$ cat config.mk
export PLATFORM = sky130hd
export DESIGN_NAME = axi_sram_slave
export DESIGN_NICKNAME = d
export VERILOG_FILES = /design/src/rtl/axi_sram_slave.sv
export SDC_FILE = /design/constraint.sdc
export NUM_CORES = 1
export LEC_CHECK = 0
export BUFFER_PORTS_ARGS = -buffer_cell sky130_fd_sc_hd__clkbuf_2
export CAP_MARGIN = 10
export CORE_MARGIN = 2
export CORE_UTILIZATION = 25
export DETAILED_ROUTE_END_ITERATION = 8
export GPL_TIMING_DRIVEN = 0
export PLACE_DENSITY = 0.76
export SYNTH_ARGS = -nofsm -noshare
export SYNTH_HDL_FRONTEND = slang
export SYNTH_SLANG_ARGS = --single-unit
$ cat constraint.sdc
create_clock -name clk -period 1.9 [get_ports clk]
set_clock_uncertainty 0.2 [all_clocks]
set_input_delay 0.095 -clock clk [delete_from_list [all_inputs] [get_ports clk]]
set_output_delay 0.095 -clock clk [all_outputs]
set_load 0.02 [all_outputs]
$ cat src/rtl/axi_sram_slave.sv
// Single-beat AXI slave in front of a synchronous single-port SRAM (1-cycle read latency).
// Optional macro AXI_SRAM_SLAVE_DECERR_EN: out-of-range addresses get DECERR instead of aliasing.
module axi_sram_slave #(
    parameter int DATA_W     = 32,
    parameter int ADDR_W     = 32,
    parameter int DEPTH_LOG2 = 10,
    parameter int WORD_OFS   = 2
) (
    input  logic                  clk,
    input  logic                  rst,
    input  logic [ADDR_W-1:0]     s_araddr,
    input  logic                  s_arvalid,
    output logic                  s_arready,
    output logic [DATA_W-1:0]     s_rdata,
    output logic [1:0]            s_rresp,
    output logic                  s_rvalid,
    input  logic                  s_rready,
    input  logic [ADDR_W-1:0]     s_awaddr,
    input  logic                  s_awvalid,
    output logic                  s_awready,
    input  logic [DATA_W-1:0]     s_wdata,
    input  logic [DATA_W/8-1:0]   s_wstrb,
    input  logic                  s_wvalid,
    output logic                  s_wready,
    output logic [1:0]            s_bresp,
    output logic                  s_bvalid,
    input  logic                  s_bready,
    output logic                  sram_en,
    output logic                  sram_we,
    output logic [DEPTH_LOG2-1:0] sram_addr,
    output logic [DATA_W/8-1:0]   sram_be,
    output logic [DATA_W-1:0]     sram_wdata,
    input  logic [DATA_W-1:0]     sram_rdata
);

    localparam int HI_LSB = WORD_OFS + DEPTH_LOG2;
    localparam logic [1:0] RESP_OKAY   = 2'b00;
    localparam logic [1:0] RESP_DECERR = 2'b11;

    typedef enum logic [1:0] {
        IDLE,
        RD_WAIT,
        RD_RESP,
        WR_RESP
    } state_t;

    state_t state, state_nx;
    logic   prio_wr, prio_wr_nx;
    logic   rd_elig, wr_elig;
    logic   grant_rd, grant_wr;
    logic   rd_err, wr_err;
    logic   rd_err_q;

    // The byte offset never selects anything: the SRAM is only accessed in whole words
    logic unused_ofs;
    assign unused_ofs = ^{s_araddr[WORD_OFS-1:0], s_awaddr[WORD_OFS-1:0]};

`ifdef AXI_SRAM_SLAVE_DECERR_EN
    assign rd_err = |s_araddr[ADDR_W-1:HI_LSB];
    assign wr_err = |s_awaddr[ADDR_W-1:HI_LSB];
`else
    logic unused_hi;
    assign unused_hi = ^{s_araddr[ADDR_W-1:HI_LSB], s_awaddr[ADDR_W-1:HI_LSB]};
    assign rd_err    = 1'b0;
    assign wr_err    = 1'b0;
`endif

    assign rd_elig  = s_arvalid;
    assign wr_elig  = s_awvalid & s_wvalid;
    assign grant_rd = (state == IDLE) & rd_elig & (~wr_elig | ~prio_wr);
    assign grant_wr = (state == IDLE) & wr_elig & (~rd_elig | prio_wr);

    always_ff @(posedge clk) begin
        if (rst) begin
            state   <= IDLE;
            prio_wr <= 1'b0;
        end else begin
            state   <= state_nx;
            prio_wr <= prio_wr_nx;
        end
    end

    // Priority flips to the side that was not just served; AW and W are always taken together
    always_comb begin
        state_nx   = state;
        prio_wr_nx = prio_wr;
        s_arready  = 1'b0;
        s_awready  = 1'b0;
        s_wready   = 1'b0;
        sram_en    = 1'b0;
        sram_we    = 1'b0;
        sram_addr  = s_araddr[WORD_OFS +: DEPTH_LOG2];
        sram_be    = '0;
        sram_wdata = '0;
        case (state)
            IDLE: begin
                if (grant_rd) begin
                    s_arready  = 1'b1;
                    sram_en    = ~rd_err;
                    prio_wr_nx = 1'b1;
                    state_nx   = RD_WAIT;
                end else if (grant_wr) begin
                    s_awready  = 1'b1;
                    s_wready   = 1'b1;
                    sram_en    = ~wr_err;
                    sram_we    = ~wr_err;
                    sram_addr  = s_awaddr[WORD_OFS +: DEPTH_LOG2];
                    sram_be    = s_wstrb;
                    sram_wdata = s_wdata;
                    prio_wr_nx = 1'b0;
                    state_nx   = WR_RESP;
                end
            end
            RD_WAIT: state_nx = RD_RESP;
            RD_RESP: if (s_rready) state_nx = IDLE;
            WR_RESP: if (s_bready) state_nx = IDLE;
            default: state_nx = IDLE;
        endcase
    end

    // Response channels are registered so rvalid/bvalid and their payloads stay stable under backpressure
    always_ff @(posedge clk) begin
        if (rst) begin
            s_rvalid <= 1'b0;
            s_rdata  <= '0;
            s_rresp  <= RESP_OKAY;
            s_bvalid <= 1'b0;
            s_bresp  <= RESP_OKAY;
            rd_err_q <= 1'b0;
        end else begin
            case (state)
                IDLE: begin
                    if (grant_rd) begin
                        rd_err_q <= rd_err;
                    end else if (grant_wr) begin
                        s_bvalid <= 1'b1;
                        s_bresp  <= wr_err ? RESP_DECERR : RESP_OKAY;
                    end
                end
                RD_WAIT: begin
                    s_rvalid <= 1'b1;
                    s_rdata  <= rd_err_q ? '0 : sram_rdata;
                    s_rresp  <= rd_err_q ? RESP_DECERR : RESP_OKAY;
                end
                RD_RESP: if (s_rready) s_rvalid <= 1'b0;
                WR_RESP: if (s_bready) s_bvalid <= 1'b0;
                default: ;
            endcase
        end
    end

endmodule

# After elaboration in Yosys (flattened, before gate mapping)

Index checks and enable logic that the tools add are counted.

Register bits after elaboration: 37
Bits of input ports: 139
Output and inout bits: 89
Word-level logic and storage cells: 60

Eq/ne operators: 8
Multiplexer cells: 29
Bitwise operators: 10
Reduce and logical (&&, ||, !) cells: 8

Operators with widths:

| cell                                                                  | count |
|---|---|
| 32-bit two-way mux                                                    | 3 |
| 10-bit two-way mux                                                    | 3 |
| 1-bit two-way mux                                                     | 13 |
| 4-bit two-way mux                                                     | 3 |
| 2-bit two-way mux                                                     | 4 |
| 2-bit != test, second input constant                                  | 4 |
| 2-bit one-hot mux with 4 select lines                                 | 1 |
| 2-bit nonzero test                                                    | 3 |
| 1-bit AND                                                             | 5 |
| 2-bit equality test, second input constant                            | 2 |
| 1-bit one-hot mux with 2 select lines                                 | 2 |
| 2-bit AND reduction                                                   | 2 |
| 4-bit AND reduction                                                   | 1 |
| 3-bit != test, second input constant                                  | 1 |
| 1-bit inverter                                                        | 3 |
| 3-bit AND reduction                                                   | 1 |
| 2-bit by 1-bit equality test with 1-bit output, second input constant | 1 |
| 2-bit zero test                                                       | 1 |
| 1-bit OR                                                              | 2 |

# Logic depth before layout (Yosys ltp)

Gate-level depths: netlist (run 1).

Depth in word-level cells: 6
Mapped depth: 6

# Worst setup path after synthesis (run 1)

No wires, ideal clock.

Kind: register to output
Start point: reg state[1]
End point: out sram_addr[6]
Arrival time: 1339 ps
Required time: 1605 ps
Slack: 266 ps
Cell stages (with the launch flop): 5
Path buffers: 2
Path through: dfxtp_1 buf_2 a2111oi_4 buf_4 mux2_2

Cells in the longest elaborated chain, start to end: 6
Elaborated cells between the ends (all ways): 8
Those cells by class: mux: 3; bitwise: 4; reduce/logical: 1

Ends and longest elaborated chain:

| what                     | line       | source |
|---|---|---|
| start: declaration       | 47         | `state_t state, state_nx;` |
| start signal: assignment | 78         | `state <= state_nx;` |
| 2-bit zero test (*)      | 70, 71, 95 |  |
| 1-bit AND (2 in a row)   | 71         | `assign grant_wr = (state == IDLE) & wr_elig & (~rd_elig \| prio_wr);` |
| 10-bit two-way mux       | 102        | `end else if (grant_wr) begin` |
| 10-bit two-way mux       | 97         | `if (grant_rd) begin` |
| 10-bit two-way mux (*)   | 95         | `case (state)` |
| end: declaration         | 30         | `output logic [DEPTH_LOG2-1:0] sram_addr,` |

Mark *: on every way between the ends. The rest lies on a longest branch, timed or not.

# Final worst setup path (run 1)

Start point: reg prio_wr
End point: out sram_addr[8]

Cells in the longest elaborated chain, start to end: 5
Elaborated cells between the ends (all ways): 8
Those cells by class: mux: 3; bitwise: 5

Ends and longest elaborated chain:

| what                                                   | line    | source |
|---|---|---|
| start: declaration                                     | 48      | `logic prio_wr, prio_wr_nx;` |
| start signal: assignment                               | 79      | `prio_wr <= prio_wr_nx;` |
| 1-bit OR / 1-bit inverter (equally long branches)      | 71, 70  |  |
| 1-bit AND / 1-bit OR (equally long branches)           | 71, 70  |  |
| 10-bit two-way mux / 1-bit AND (equally long branches) | 102, 70 |  |
| 10-bit two-way mux (*)                                 | 97      |  |
| 10-bit two-way mux (*)                                 | 95      |  |

Marks and branches as above.

==> results of run 1 <==
-- cells in the mapped netlist (2+ instances only) --
library cell	n
clkbuf_1	8
and2_1	36
o21a_1	2
buf_2	6
dfxtp_1	37
mux2_2	11
buf_4	9
a21oi_1	35
nand2_1	67
nor2_1	3
-- repair_timing --
action	CTS	global route
cloned	1	1
hold buffers	35	0
endpoints found under the hold margin	36	0
pin swaps	1	8
buffers inserted	3	2
gates resized for setup	96	79
setup endpoints to repair	49	61
-- worst paths after layout --
check,startpoint,endpoint,cells after the start
setup / recovery,prio_wr,sram_addr[8],6
hold / removal,rst,s_rdata[15],2
setup reg to reg,state[1],prio_wr,4
hold reg to reg,s_rdata[14],s_rdata[14],2
-- critical path, cell delays in order, from the launching register on --
cell       delay, ns
dfxtp_2         0.34
inv_2           0.05
a2111oi_4       0.29
buf_6           0.18
buf_6           0.14
mux2_4          0.31
buf_8           0.13
-- registers in the layout, summed over array words and instances, names as in the netlist --
name and cells:
prio_wr 1, s_rdata 32, s_rvalid 1, s_bvalid 1, state 2
-- metrics by stage --
step	std cells	total power, mW	hold slack (ns)	worst slack (ns)
2_1_floorplan	231	1.31	0.0310	0.266
3_3_place_gp	505	1.56	0.119	0.0462
3_5_place_dp	505	1.57	0.125	0.0621
4_1_cts	550	2.41	0.0445	-0.134
5_1_grt	553	2.59	0.0595	-0.192
6_report	553	2.45	0.0268	-0.121
-- final cells by class --
type | instances | area share [%]
Clock buffer | 6 | 1.90
Inverter | 1 | 0.0983
Sequential cell | 37 | 19.5
Buffer | 22 | 4.03
Multi-Input combinational cell | 169 | 26.4
Tap cell | 96 | 3.15
Timing Repair Buffer | 220 | 44.0
Clock inverter | 2 | 1.02
-- cells by family (layout without fill, tap and decap cells) --
family / count (synthesis) / count (layout) / synth area share, %
simple gates: 112 / 112 / 29.5
other cells: 1 / 4 / 0.210
compound gates: 42 / 42 / 13.8
buf+inv: 25 / 251 / 7.99
flops: 37 / 37 / 41.5
mux: 11 / 11 / 6.94
-- metal layers --
| metal | wire length (um) | part of all wire, % | GRT usage (%) | vias to the layer above |
|---|---|---|---|---|
| met4 | 157 | 2.0 | 6.89 | 0 |
| met2 | 4380 | 56 | 36.2 | 124 |
| met1 | 2530 | 33 | 16.9 | 1104 |
| li1 | - | - | - | 1177 |
| met3 | 712 | 9.1 | 5.88 | 14 |
| met5 | 0 | 0 | 0 | - |
-- power groups by stage --
stage	sequential (mW)	clock, mW	combinational, mW
detailed placement	0.894	0	0.680
finish	0.898	0.676	0.881
global route	0.908	0.736	0.943
floorplan	0.964	0	0.342
global placement	0.891	0	0.670
CTS	0.896	0.699	0.815
-- cell usage in the layout (no fill, tap or decap), types with 2 or more instances in the layout --
cell type	count
buf_6	15
nor2_1	2
buf_4	17
nand2_1	67
buf_2	3
buf_8	19
a21oi_1	35
dlygate4sd3_1	35
o21a_1	2
and2_1	14
mux2_4	10
clkbuf_8	19
clkbuf_2	133
dfxtp_2	2
conb_1	4
dfxtp_1	35
and2_4	22
clkbuf_1	6
==> results.ini, run 1 <==
[outcome]
status = complete, but fails checks
violations = setup timing

[power_and_ir_drop]
power.share.clock_pct = 27.5
seq_power_share_pct = 36.6
power_frac_comb_pct = 35.9
max-vdd-ir-drop_uv = 423
power.internal_mw = 1.68
leakage_nw = 1.89
p_sw_mw = 0.778
power.density_mw_per_mm2 = 643
swShare_pct = 31.7

[global_route]
grt_use_total_pct = 18.2
overflow = 0
grt_pass1_vias = 2401
grt_pass1_wl_mm = 10.9
antenna_found_initial = 0
grt_max_degree = 13

[setup_path]
path_max_fanout = 5
reg2reg_slack_ns = 0.17
critPathRequiredTime_ns = 1.60
critical_path_class = reg -> out
start_kind = flop
worstPathArrival_ns = 1.73
setup.worst_path.end_class = output port

[min_path]
min_path_type = in -> reg

[route]
vias = 2419
drtIter0Drc = 51
routed_via_density = 4.37
drt-pass1-iter-count = 5
wire_per_inst_um = 14.1
drt_wl_total_mm = 7.79
ant_nets = 0
route.detailed.drc = 0

[cells_and_area]
nets = 595
fillers = 607
antenna_cells = 0
syn2layout_area_growth_pct = 114
drive_gt1_share_pct = 54.0
multi_input_area_sq_mm = 0.00101
finish.instance_area_sq_mm = 0.00382
final_util_pct = 55.6
seqCellArea_sq_um = 743

[yosys]
synth.ff_latch_count = 37
netlist_instances = 228
synth_ff_type = dfxtp_1
synth_edf_count = 0
ys_seq_area_share_pct = 41.5
syn_area_sq_mm = 0.00178
syn_avg_cell_area_sq_um = 7.83
yosys.area.top_type = dfxtp_1
synth_area_leaders = dfxtp_1, nand2_1, and2_1
ys_types = 24
ys_async_sr_fraction_pct = 0
netlist.area_leader.share_pct = 41.5
synth_warnings = 0

[timing]
hold_viol = 0
rsz0062_at_grt = yes
timing.final.crit_period_ns = 2.02
fin_crit_sh_pct = 106
finalSetupViolCount = 38
layout_setup_ws_ns = -0.121
slew_viol_final = 0
max_freq_mhz = 495
finalSetupTns_ns = -2.74

[placement]
dpl_cell_area_sq_mm = 0.00281
port_buffers = 178
dp_hpwl_mm = 5.03
gp_congestion = 0.722

[floorplan]
initial_core_util_pct = 26.0
die_w_um = 88.5
core_sq_mm = 0.00687
die-area_sq_mm = 0.00783
die_y_um = 88.5
rows = 30
ios = 228

[clock_network]
htree_levels = 2
cts_root_buffer = clkbuf_8
cts_buffer_depth = 2
clk_pin_slew_worst_paths_ns = 0.08
cts_tree = yes
cts_buffers = 5
cts_num_sinks = 37
insertion_delay_ns = 0.28

[job]
max_cap_violations = 0

Power figures use the tool's default switching activity.
==> inputs of run 2 (changes only) <==
clock period = 2.5 ns   (was 1.9 ns; I/O delays follow)
==> run 2 against run 1 <==
The run now ends clean. Count of clock-buffer cells in the layout unchanged. Design area decreased by 14%. Core utilization decreased by 8.0 points. Total power down 29%. First-iteration DRC count is 12% lower. Sequential cell count unchanged. Worst hold slack improved by 0.039 ns. Clock power is 24% lower.
==> results.ini, run 2 (synthesis results as in run 1) <==
[cells_and_area]
reg_top3 = s_rdata (32), state (2)
mostFrequentLayoutCells = clkbuf_2, nand2_1, dfxtp_1, and2_1
drive_gt1_share_pct = 47.1  ; -6.9 points
antenna_cells = 0  ; unchanged
largest_reg_flops = 32  ; unchanged
syn2layout_area_growth_pct = 83.2
nets = 590  ; -0.84%
top_register = s_rdata
fillers = 666  ; +9.7%
final_common_cell = clkbuf_2
finish.instance_area_sq_mm = 0.00327  ; -14%

[route]
vias = 2336  ; -3.4%
wire_per_inst_um = 12.4  ; -12%
drtIter0Drc = 45  ; -12%
ant_nets = 0  ; unchanged
drt_wl_total_mm = 6.78  ; -13%
drt-pass1-iter-count = 4  ; -1
route.detailed.drc = 0  ; unchanged
routed_via_density = 4.26  ; -2.6%

[timing]
timing.final.crit_period_ns = 2.32
rsz0062_at_grt = no
hold_viol = 0  ; unchanged
max_freq_mhz = 431
finalSetupTns_ns = 0  ; +2.74 ns
hold_ws_ns = 0.0661  ; +0.0393 ns
finalSetupViolCount = 0  ; -100%
fin_crit_sh_pct = 92.8
layout_setup_ws_ns = 0.180  ; +0.301 ns
slew_viol_final = 0  ; unchanged

[global_route]
grt_use_met3_pct = 4.76  ; -1.1 points
grt.busiest_layer = met2
grt_pass1_vias = 2213  ; -7.8%
grt_use_total_pct = 16.3  ; -1.8 points
grt_max_degree = 13  ; unchanged
overflow = 0  ; unchanged
use_met2_pct = 32.5  ; -3.8 points
grt_pass1_wl_mm = 9.90  ; -9.3%
antenna_found_initial = 0  ; unchanged
gr-usage-met1_pct = 16.1  ; -0.79 points

[min_path]
min_path_type = in -> reg

[clock_network]
insertion_delay_ns = 0.28  ; about the same
htree_levels = 2  ; unchanged
cts_setup_buffers = 0  ; -3
cts_buffer_depth = 2  ; unchanged
cts_buffers = 5  ; unchanged
clk_pin_slew_worst_paths_ns = 0.08  ; about the same
cts_num_sinks = 37  ; unchanged
cts_root_buffer = clkbuf_8
cts_tree = yes

[power_and_ir_drop]
max-vdd-ir-drop_uv = 320  ; -24%
power.density_mw_per_mm2 = 534  ; -17%
power_mw = 1.74  ; -29%
leakage_nw = 1.68  ; -11%

[floorplan]
die_y_um = 88.5  ; unchanged
initial_core_util_pct = 26.0  ; unchanged
rows = 30  ; unchanged
ios = 228  ; unchanged
core_sq_mm = 0.00687  ; unchanged
die-area_sq_mm = 0.00783  ; unchanged
die_w_um = 88.5  ; unchanged

[placement]
place_ws_ns = 0.632  ; +0.570 ns
dp_hpwl_mm = 5.03  ; unchanged
dpl_cell_area_sq_mm = 0.00281  ; unchanged
gp_congestion = 0.722  ; unchanged
port_buffers = 178  ; unchanged

[setup_path]
start_kind = input port
worstPathArrival_ns = 1.99  ; +0.26 ns
critical_path_class = in -> out
path_max_fanout = 10  ; +5
critPathRequiredTime_ns = 2.17  ; +0.57 ns
setup.worst_path.end_class = output port

[job]
max_cap_violations = 0  ; unchanged

[outcome]
status = finished, final reports clean

==> run 2: changes by cell type in the layout (fill, tap and decap cells not counted), moves of 14 or more <==
cell	delta
and2_1	+22
and2_4	-22
buf_6	-14
buf_8	-19
clkbuf_2	+45
clkbuf_8	-14
==> run 2: routing by layer <==
metal / up-vias / part of all wire [%] / routed length [um]
met5: - / 0 / 0
met2: 106 / 54 / 3670
met1: 1060 / 37 / 2490
li1: 1164 / - / -
met3: 6 / 8.3 / 565
met4: 0 / 0.86 / 58
==> run 2: through the flow <==
step                utilization (%)  cells
finish                         47.6    548
floorplan                         -    231
CTS                            47.6    548
global route                   47.6    548
detailed placement             40.9    505
global placement               40.9    505
==> run 2: what timing repair did <==
| action | in CTS | in global routing |
|---|---|---|
| hold endpoints to repair | 36 | 0 |
| hold buffers | 35 | 0 |
| resized for setup | 0 | 0 |
==> run 2: cell type report <==
class	count	area [sq um]	share of cell area, %
Timing Repair Buffer	213	1240	38.0
Clock inverter	2	38.8	1.19
Multi-Input combinational cell	169	912	27.9
Buffer	24	139	4.25
Clock buffer	6	72.6	2.22
Inverter	1	3.75	0.115
Tap cell	96	120	3.68
Sequential cell	37	741	22.7
==> run 2: worst paths after layout <==
check        slack (ns)  depth (start not counted)            to         from
max                0.18                          6  sram_addr[6]    s_arvalid
min                0.07                          2   s_rdata[17]          rst
max reg2reg        0.77                          5   s_rdata[27]     state[1]
min reg2reg        0.26                          2   s_rdata[14]  s_rdata[14]
==> run 2: critical path, cell delays in order <==
cell,delay (ns)
dlygate4sd3_1,0.56
clkbuf_2,0.16
a2111oi_4,0.43
buf_4,0.23
mux2_2,0.34
clkbuf_2,0.16
==> run 2: power breakdown <==
group	internal, mW	switching (mW)
logic	0.239	0.321
registers	0.641	0.0256
clock network	0.300	0.218
==> inputs of run 3 (changes only) <==
==> constraint.sdc (replaced) <==
create_clock -name clk -period 2.5 [get_ports clk]
set_clock_uncertainty 0.2 [all_clocks]
set_input_delay 0.5 -clock clk [delete_from_list [all_inputs] [get_ports clk]]
set_output_delay 0.5 -clock clk [all_outputs]
set_load 0.02 [all_outputs]
==> run 3 against run 2 <==
Core utilization down 3.1 points. Die area did not move. Count of clock-buffer cells in the layout stayed put. Critical path type unchanged. Sequential share of layout area is 1.8 points higher. Worst hold slack better by 0.16 ns. Combinational power down 4.1%. First-iteration DRC count down 6.7%. Routed wire length fell by 8.2%. Setup slack got worse by 0.14 ns. Design area is 6.5% lower. Via count down 5.4%. Critical endpoint is now sram_addr[2].
==> results.ini, run 3 (synthesis results as in run 1) <==
[timing]
fin_crit_sh_pct = 98.4  ; +5.6 points
rsz0062_at_grt = yes
slew_viol_final = 0  ; unchanged
finalSetupViolCount = 0  ; unchanged
timing.final.crit_period_ns = 2.46  ; +0.139 ns
hold_viol = 0  ; unchanged
layout_setup_ws_ns = 0.0409  ; -0.139 ns
max_freq_mhz = 407  ; -5.7%

[cells_and_area]
nets = 558  ; -5.4%
syn2layout_area_growth_pct = 71.2
stdcell_count = 516  ; -5.8%
final_util_pct = 44.5  ; -3.1 points
antenna_cells = 0  ; unchanged
final_common_cell = clkbuf_2
top_register = s_rdata
mostFrequentLayoutCells = clkbuf_2, nand2_1, and2_1, a21oi_1, dfxtp_1
drive_gt1_share_pct = 52.6  ; +5.5 points
largest_reg_flops = 32  ; unchanged
reg_top3 = s_rdata (32), state (2)

[outcome]
status = finished, final reports clean

[power_and_ir_drop]
seq_power_share_pct = 39.2  ; +1.0 points
power.density_mw_per_mm2 = 566  ; +6.0%
power.share.clock_pct = 29.7  ; about the same
leakage_nw = 1.60  ; -4.8%
power_frac_comb_pct = 31.1  ; -1.0 points
p_sw_mw = 0.555  ; -1.8%
swShare_pct = 32.1  ; -0.30 points
max-vdd-ir-drop_uv = 318  ; -0.63%
power_mw = 1.73  ; -0.87%
power.internal_mw = 1.17  ; -0.43%

[route]
drt_wl_total_mm = 6.22  ; -8.2%
route.detailed.drc = 0  ; unchanged
drtIter0Drc = 42  ; -6.7%
routed_via_density = 4.28  ; +0.43%
drt-pass1-iter-count = 4  ; unchanged
wire_per_inst_um = 12.1  ; -2.5%
vias = 2209  ; -5.4%
ant_nets = 0  ; unchanged

[placement]
place_ws_ns = -0.0596  ; -0.692 ns
gp_congestion = 0.722  ; unchanged
port_buffers = 178  ; unchanged
dp_hpwl_mm = 5.03  ; unchanged
dp_cells = 505  ; unchanged

[clock_network]
ctsHoldBuffers = 0  ; -100%
clk_pin_slew_worst_paths_ns = 0.08  ; about the same
cts_tree = yes
htree_levels = 2  ; unchanged
cts_buffer_depth = 2  ; unchanged
cts_root_buffer = clkbuf_8
cts_num_sinks = 37  ; unchanged
cts_buffers = 5  ; unchanged
insertion_delay_ns = 0.28  ; about the same

[job]
max_cap_violations = 0  ; unchanged

[global_route]
grt_use_total_pct = 14.6  ; -1.7 points
grt_max_degree = 13  ; unchanged
overflow = 0  ; unchanged
antenna_found_initial = 0  ; unchanged
grt_pass1_wl_mm = 8.81  ; -11%
grt_pass1_vias = 1950  ; -12%

[setup_path]
reg2reg_from = state[1]
path_max_fanout = 5  ; -5
crit_start = s_arvalid
r2r_end = s_rdata[22]
critPathRequiredTime_ns = 1.80  ; -0.37 ns
critPathCapture = sram_addr[2]
reg2reg_slack_ns = 0.74  ; -0.03 ns
critical_path_class = in -> out
reg2regPathDepth = 7  ; +2
start_kind = input port
worstPathArrival_ns = 1.76  ; -0.23 ns
setup.worst_path.end_class = output port

[floorplan]
ios = 228  ; unchanged
die_w_um = 88.5  ; unchanged
core_sq_mm = 0.00687  ; unchanged
die_y_um = 88.5  ; unchanged
die-area_sq_mm = 0.00783  ; unchanged
initial_core_util_pct = 26.0  ; unchanged
rows = 30  ; unchanged

[min_path]
min_path_type = in -> reg

==> run 3: cell types whose count changed in the layout (fill, tap and decap cells not counted), sizes merged <==
| cell | delta |
|---|---|
| clkbuf | -24 |
| buf | +27 |
| dlygate4sd3 | -35 |
==> run 3: critical path, cell delays in order <==
cell and delay [ns]:
buf_2 0.13, a2111oi_4 0.33, buf_4 0.19, buf_6 0.14, mux2_4 0.31, clkbuf_8 0.15
==> run 3: worst min-delay path by stage <==
stage                  end  slack, ns           start  depth (start not counted)
6_report       s_rdata[25]       0.23  sram_rdata[25]                          3
5_1_grt        s_rdata[16]       0.22  sram_rdata[16]                          3
4_1_cts        s_rdata[30]       0.22  sram_rdata[30]                          3
3_5_place_dp   s_rdata[11]       0.25     s_rdata[11]                          2
3_3_place_gp    s_rdata[3]       0.24      s_rdata[3]                          2
2_1_floorplan      prio_wr       0.24         prio_wr                          2
==> run 3: power groups by stage <==
stage          Combinational (mW)  Clock, mW  Sequential (mW)
2_1_floorplan               0.260          0            0.733
3_3_place_gp                0.509          0            0.677
3_5_place_dp                0.517          0            0.679
4_1_cts                     0.521      0.531            0.674
5_1_grt                     0.587      0.561            0.685
6_report                    0.538      0.514            0.678
==> run 3: final cells by class <==
type                            count  area (sq um)
Buffer                             22           136
Clock buffer                        6          72.6
Clock inverter                      2          38.8
Fill cell                         696          3810
Inverter                            1          3.75
Multi-Input combinational cell    169           935
Sequential cell                    37           747
Tap cell                           96           120
Timing Repair Buffer              183          1000
==> run 3: per-layer routing <==
metal / wire, um / share of wire, % / GRT usage, %
met5: 0 / 0 / 0
met2: 3240 / 52 / 28.0
met4: 62 / 1.0 / 4.13
met1: 2310 / 37 / 15.1
met3: 614 / 9.9 / 4.76
==> run 3: what timing repair did <==
action,4_1_cts,5_1_grt
endpoints found under the setup margin,27,37
buffers inserted,2,2
cloned,1,0
gates resized for setup,9,53
pin swaps,2,1
==> run 3: metrics by stage <==
stage	setup TNS [ns]	hold slack, ns	instance area [sq um]
2_1_floorplan	0	0.244	1800
3_3_place_gp	-0.979	0.242	2810
3_5_place_dp	-0.676	0.248	2810
4_1_cts	0	0.219	2960
5_1_grt	-0.0525	0.215	3060
6_report	0	0.228	3060
